## src/rtl/muldiv_if.sv

```systemverilog
// muldiv_if: operation request and HI/LO result bundle between the E stage and muldiv_unit.
interface muldiv_if #(parameter int WIDTH = 32);
  logic             start;
  logic [2:0]       op;
  logic [WIDTH-1:0] a;
  logic [WIDTH-1:0] b;
  logic             busy;
  logic [WIDTH-1:0] hi;
  logic [WIDTH-1:0] lo;
  modport master (output start, op, a, b, input busy, hi, lo);
  modport slave  (input start, op, a, b, output busy, hi, lo);
endinterface

```

## src/rtl/muldiv_unit.sv

```systemverilog
// muldiv_unit: multi-cycle MULT/MULTU/DIV/DIVU with HI/LO registers and MTHI/MTLO writes.
// The divider and DIV state exist only when MULDIV_DIV_EN is defined; otherwise DIV/DIVU are no-ops.
module muldiv_unit #(
  parameter int WIDTH   = 32,
  parameter int MUL_LAT = 5,
  parameter int DIV_LAT = 10
) (
  input  logic     clk,
  input  logic     reset,
  muldiv_if.slave  bus
);
  localparam int MAX_LAT = MUL_LAT > DIV_LAT ? MUL_LAT : DIV_LAT;
  localparam int CW = $clog2(MAX_LAT + 1);
  localparam logic [1:0] IDLE = 2'd0;
  localparam logic [1:0] MUL  = 2'd1;
`ifdef MULDIV_DIV_EN
  localparam logic [1:0] DIV  = 2'd2;
`endif
  logic [1:0]         state;
  logic [1:0]         launch_state;
  logic [CW-1:0]      cnt;
  logic [CW-1:0]      launch_lat;
  logic [WIDTH-1:0]   hi, lo, opa, opb;
  logic               sgn;
  logic               idle, go_mul, go_div, go_mt, done;
  logic [2*WIDTH-1:0] xa, xb, prod;
  logic [WIDTH-1:0]   res_hi, res_lo;
  logic               res_ok;
  assign idle   = state == IDLE;
  assign go_mul = bus.start & idle & (bus.op[2:1] == 2'b00);
  assign go_mt  = bus.start & idle & (bus.op[2:1] == 2'b10);
  assign done   = !idle && cnt == CW'(1);
  // Operands are sign- or zero-extended to full width so one multiplier serves both MULT and MULTU.
  assign xa   = sgn ? {{WIDTH{opa[WIDTH-1]}}, opa} : {{WIDTH{1'b0}}, opa};
  assign xb   = sgn ? {{WIDTH{opb[WIDTH-1]}}, opb} : {{WIDTH{1'b0}}, opb};
  assign prod = xa * xb;
`ifdef MULDIV_DIV_EN
  logic             na, nb;
  logic [WIDTH-1:0] ma, mb, dvs, dq, dr;
  assign go_div = bus.start & idle & (bus.op[2:1] == 2'b01);
  assign launch_state = go_div ? DIV : MUL;
  assign launch_lat   = go_div ? CW'(DIV_LAT) : CW'(MUL_LAT);
  // Divide magnitudes, then restore signs: quotient truncates toward zero, remainder follows dividend.
  assign na  = sgn & opa[WIDTH-1];
  assign nb  = sgn & opb[WIDTH-1];
  assign ma  = na ? -opa : opa;
  assign mb  = nb ? -opb : opb;
  assign dvs = (mb == '0) ? WIDTH'(1) : mb;
  assign dq  = ma / dvs;
  assign dr  = ma % dvs;
  always_comb begin
    res_hi = (state == DIV) ? (na ? -dr : dr) : prod[2*WIDTH-1:WIDTH];
    res_lo = (state == DIV) ? ((na ^ nb) ? -dq : dq) : prod[WIDTH-1:0];
    res_ok = (state != DIV) || (opb != '0);
  end
`else
  assign go_div       = 1'b0;
  assign launch_state = MUL;
  assign launch_lat   = CW'(MUL_LAT);
  always_comb begin
    res_hi = prod[2*WIDTH-1:WIDTH];
    res_lo = prod[WIDTH-1:0];
    res_ok = 1'b1;
  end
`endif
  always_ff @(posedge clk or negedge reset) begin
    if (!reset) begin
      state <= IDLE;
      cnt   <= '0;
      hi    <= '0;
      lo    <= '0;
      opa   <= '0;
      opb   <= '0;
      sgn   <= 1'b0;
    end else begin
      if (go_mul | go_div) begin
        state <= launch_state;
        cnt   <= launch_lat;
        opa   <= bus.a;
        opb   <= bus.b;
        sgn   <= ~bus.op[0];
      end else if (done) begin
        state <= IDLE;
        cnt   <= '0;
        if (res_ok) begin
          hi <= res_hi;
          lo <= res_lo;
        end
      end else if (!idle) begin
        cnt <= cnt - CW'(1);
      end
      if (go_mt) begin
        if (bus.op[0]) lo <= bus.a;
        else           hi <= bus.a;
      end
    end
  end
  assign bus.busy = !idle;
  assign bus.hi   = hi;
  assign bus.lo   = lo;
endmodule

```

## src/flat_wrapper.sv

```systemverilog
// flat-port wrapper written by rule: the top's interface ports become plain ports
module muldiv_unit_flat 
#(
  parameter int WIDTH   = 32,
  parameter int MUL_LAT = 5,
  parameter int DIV_LAT = 10
)
  (clk, reset, bus_start, bus_op, bus_a, bus_b, bus_busy, bus_hi, bus_lo);
  muldiv_if #(.WIDTH(WIDTH)) bus_i ();
  input  logic clk;
  input  logic reset;
  input wire logic [$bits(bus_i.start)-1:0] bus_start;
  input wire logic [$bits(bus_i.op)-1:0] bus_op;
  input wire logic [$bits(bus_i.a)-1:0] bus_a;
  input wire logic [$bits(bus_i.b)-1:0] bus_b;
  output wire logic [$bits(bus_i.busy)-1:0] bus_busy;
  output wire logic [$bits(bus_i.hi)-1:0] bus_hi;
  output wire logic [$bits(bus_i.lo)-1:0] bus_lo;
  assign bus_i.start = bus_start;
  assign bus_i.op = bus_op;
  assign bus_i.a = bus_a;
  assign bus_i.b = bus_b;
  assign bus_busy = bus_i.busy;
  assign bus_hi = bus_i.hi;
  assign bus_lo = bus_i.lo;
  muldiv_unit #(.WIDTH(WIDTH), .MUL_LAT(MUL_LAT), .DIV_LAT(DIV_LAT)) u_core (.clk(clk), .reset(reset), .bus(bus_i));
endmodule
```

## config.mk

```make
export PLATFORM = sky130hd
export DESIGN_NAME = muldiv_unit_flat
export DESIGN_NICKNAME = d
export VERILOG_FILES = /design/src/rtl/muldiv_if.sv /design/src/rtl/muldiv_unit.sv /design/src/flat_wrapper.sv
export SDC_FILE = /design/constraint.sdc
export NUM_CORES = 2
export LEC_CHECK = 0
export BUFFER_PORTS_ARGS = -buffer_cell sky130_fd_sc_hd__buf_2
export CORE_ASPECT_RATIO = 0.75
export CORE_MARGIN = 2
export CORE_UTILIZATION = 37
export DETAILED_ROUTE_END_ITERATION = 12
export SYNTH_ARGS = -nofsm -noshare
export SYNTH_HDL_FRONTEND = slang
export SYNTH_SLANG_ARGS = --single-unit
```

## constraint.sdc

```tcl
create_clock -name clk -period 12.9 [get_ports clk]
set_input_delay 0.645 -clock clk [delete_from_list [all_inputs] [get_ports clk]]
set_output_delay 0.645 -clock clk [all_outputs]
set_load 0.01 [all_outputs]
```

==> impl_results.md <==
- Count of final hold-check violations: 0
- Worst Setup End Kind: flip-flop
- Layout area overhead: 5.939%
- Tmin final: 10.48 ns
- Post-synth EDFFs: 0
- Post-Synth Adder-Cell Area: 0.6052
- Dominant cells by area after synthesis: fa_1 (53%), inv_1 (11%), ha_1 (7.3%)
- Die area: ~0.15 mm2
- Gr ovfl total: 0
- Worst Path Max Fanout: 41
- CTS root buf: clkbuf_16
- Clk_lat worst skew: ~0.52 ns
- Die Width: 442.6 um
- Final ANT Viol Nets: 0
- Critical path's slowest cell: and2_1
- Final #Nets: 7472
- Peak Freq: 0.09544 GHz
- Max-slew headroom: 0.1714
- Required time worst endpoint: between 10 and 15 ns
- Startpoint types: flip-flop
- TritonCTS Buffers: 17
- Yosys warnings: 0
- Primary FF master, synth: dfrtp_1
- CTS tree: done
- # fillers: 14326
- Mux contribution to synthesized area: 0.001008
- Critical path class: flip-flop to flip-flop
- Pin count of the biggest net entering global routing: 92
- #FFs+latches synth: 134
- CTS Hold Bufs: 0
- CP startpoint: u_core.opa[31]$_DFFE_PN0P_
- Crit-path max cell delay: 0.93 ns
- Max Slew Vio Count: 0
- Initial antenna violation count: 16
- Placed cells: 7545
- Drt initial violations: 3183
- Status: finished, final reports clean
- Hold crit path type: input pin to async pin
- Drt total wl: approximately 170 mm
- Largest family of logic cells by synthesized area: adder cells
- First-pass GRT wire length: 262.7 mm
- Drt wl/cell: ~22 um
- Share of cells above drive strength 1: 0.04960
- Post-synthesis sequential area ratio: 0.06281
- RePlAce Congestion: ~0.96
- Initial Util: 0.3735
- Post_cts resized: 0
- Final std cells w/o fill: 7579
- Synthesized-area fraction occupied by xor and xnor cells: 0.01903
- Synth cell types: 63
- Clk sinks: ~130
- Post-synth ARST share: 1.000
- DRC viols: 0
- Max Root-Sink Buffers: 2
- Slew @ Worst Pin: approximately 1.2 ns
- Cell taking the most area after synthesis: fa_1
- Clock Skews: 0.02370 ns
- Postcts setup bufs: 0
- Vias in the first global route: 40966
- Global Route Usage Sum: 0.2390
- RSZ-0062 raised after global routing: false
- Yosys top cell area share: 0.5321
- Ports: 135
- Simple-Gate Fraction of Synth Area: 0.1458
- Core area: approximately 0.14 mm2
- Worst r2r src: u_core.opa[31]$_DFFE_PN0P_
- Critical Path AT: 10.85 ns
- CP most frequent cell: fa_1
- Period utilisation layout: 0.8122
- H-tree levels: 4
- Dpl hpwl: 137.6 mm
- Setup TNS: 0 ns
- Row count: 120
- Mapped Cells: 5730
- # port buffers: 134
- Mean Syn Cell Area: 9.317 um2
- Clock transition at path regs: 0.08 ns
- Post-synthesis net count: 7529
- Mapped Area: 0.05338 mm2
- Setup violations, final: 0
- Vias per cell: 5.041
- Die Height: about 330 um
- # Max-Cap Violations: 0
- Register-to-Register Path Depth: 29
- Vias post-DR: 38208
- Drt pass-1 iters: 5
- Compound-Gate Fraction of Synth Area: 0.03989
## path summary, 6_finish.rpt
path                                               end  slack [ns]
max in group asynchronous   u_core.opb[30]$_DFFE_PN0P_       11.55
min in group clk            u_core.opb[12]$_DFFE_PN0P_        0.31
hold reg to reg             u_core.opa[29]$_DFFE_PN0P_        0.49
setup reg to reg           u_core.bus.hi[27]$_DFF_PN0_        2.42
setup / recovery           u_core.bus.hi[27]$_DFF_PN0_        2.42
hold / removal             u_core.bus.hi[21]$_DFF_PN0_        0.09
## synth_stat cells (29+ instances only)
library cell     n
a21o_1          29
a21oi_1        159
and2_1         588
and3_1          35
clkbuf_1       264
dfrtp_1        134
fa_1          1419
ha_1           310
inv_1         1507
nand2_1        779
nor2_1         120
o21ai_0         48
xnor2_1         81
xor2_1          35
## placed cells by master (no fill, tap or decap), types with 17 or more instances in the layout
master     instances
clkbuf_16         17
buf_4             75
xnor2_1           81
a31oi_1           17
o21ai_0           48
and3_1            35
ha_1             310
nand3_1           23
nand4_1           18
fa_1            1419
dfrtp_1          122
xor2_1            35
nor2_1           120
a21oi_1          159
buf_2            133
nand2_1          777
and2_1           588
inv_1           1507
a21o_1            29
## cell families after synthesis
kind of cell,after synthesis
fa+ha+maj,1731
xor+xnor,116
compound gates,347
buf+inv,1792
mux,5
flops,134
simple gates,1605
## flip-flops by register name (all words and copies together), names as in the netlist
signal	flops
u_core.cnt	4
u_core.opb	32
u_core.state	1
u_core.bus.hi	32
u_core.opa	32
u_core.bus.lo	32
u_core.sgn	1
## critical path: cells and delay by family (launching register included)
| kind | cells | cell delay [ns] |
|---|---|---|
| AO/OA/AOI/OAI | 6 | 1.12 |
| XOR/XNOR | 1 | 0.17 |
| adder cells (fa/ha/maj) | 11 | 6.02 |
| buffers and inverters | 7 | 1.21 |
| flip-flops | 1 | 0.34 |
| AND/OR/NAND/NOR | 4 | 1.47 |
## routing by layer
layer	wire (um)	GRT usage	vias up
li1	-	-	16239
met1	78860	0.3701	20119
met2	65560	0.3189	1727
met3	22220	0.08863	121
met4	2131	0.03366	2
met5	13	0	-
## area by class of cell
class,count,area (um2),share of cell area
multi-input cells,3804,43340,0.7663
repair buffers,209,1240,0.02192
inverters,1507,5657,0.1000
flip-flops and latches,134,3368,0.05956
well taps,1891,2366,0.04184
diodes,2,5.005,0.00008849
clock inverters,12,116.4,0.002057
clock buffers,20,466.7,0.008252
## per-stage QoR
step	util	cell area [um2]	hold slack [ns]	setup WS (ns)
floorplan	-	53390	0.3494	3.917
global placement	0.3916	55970	0.4594	2.639
detailed placement	0.3916	55970	0.4674	2.458
CTS	0.3956	56550	0.08316	2.441
global route	0.3956	56550	0.1133	1.827
finish	0.3957	56560	0.08932	2.422
Power is left out: the tool's default activity adds up to more than one toggle a clock period on the data nets, which glitch-free logic cannot reach.
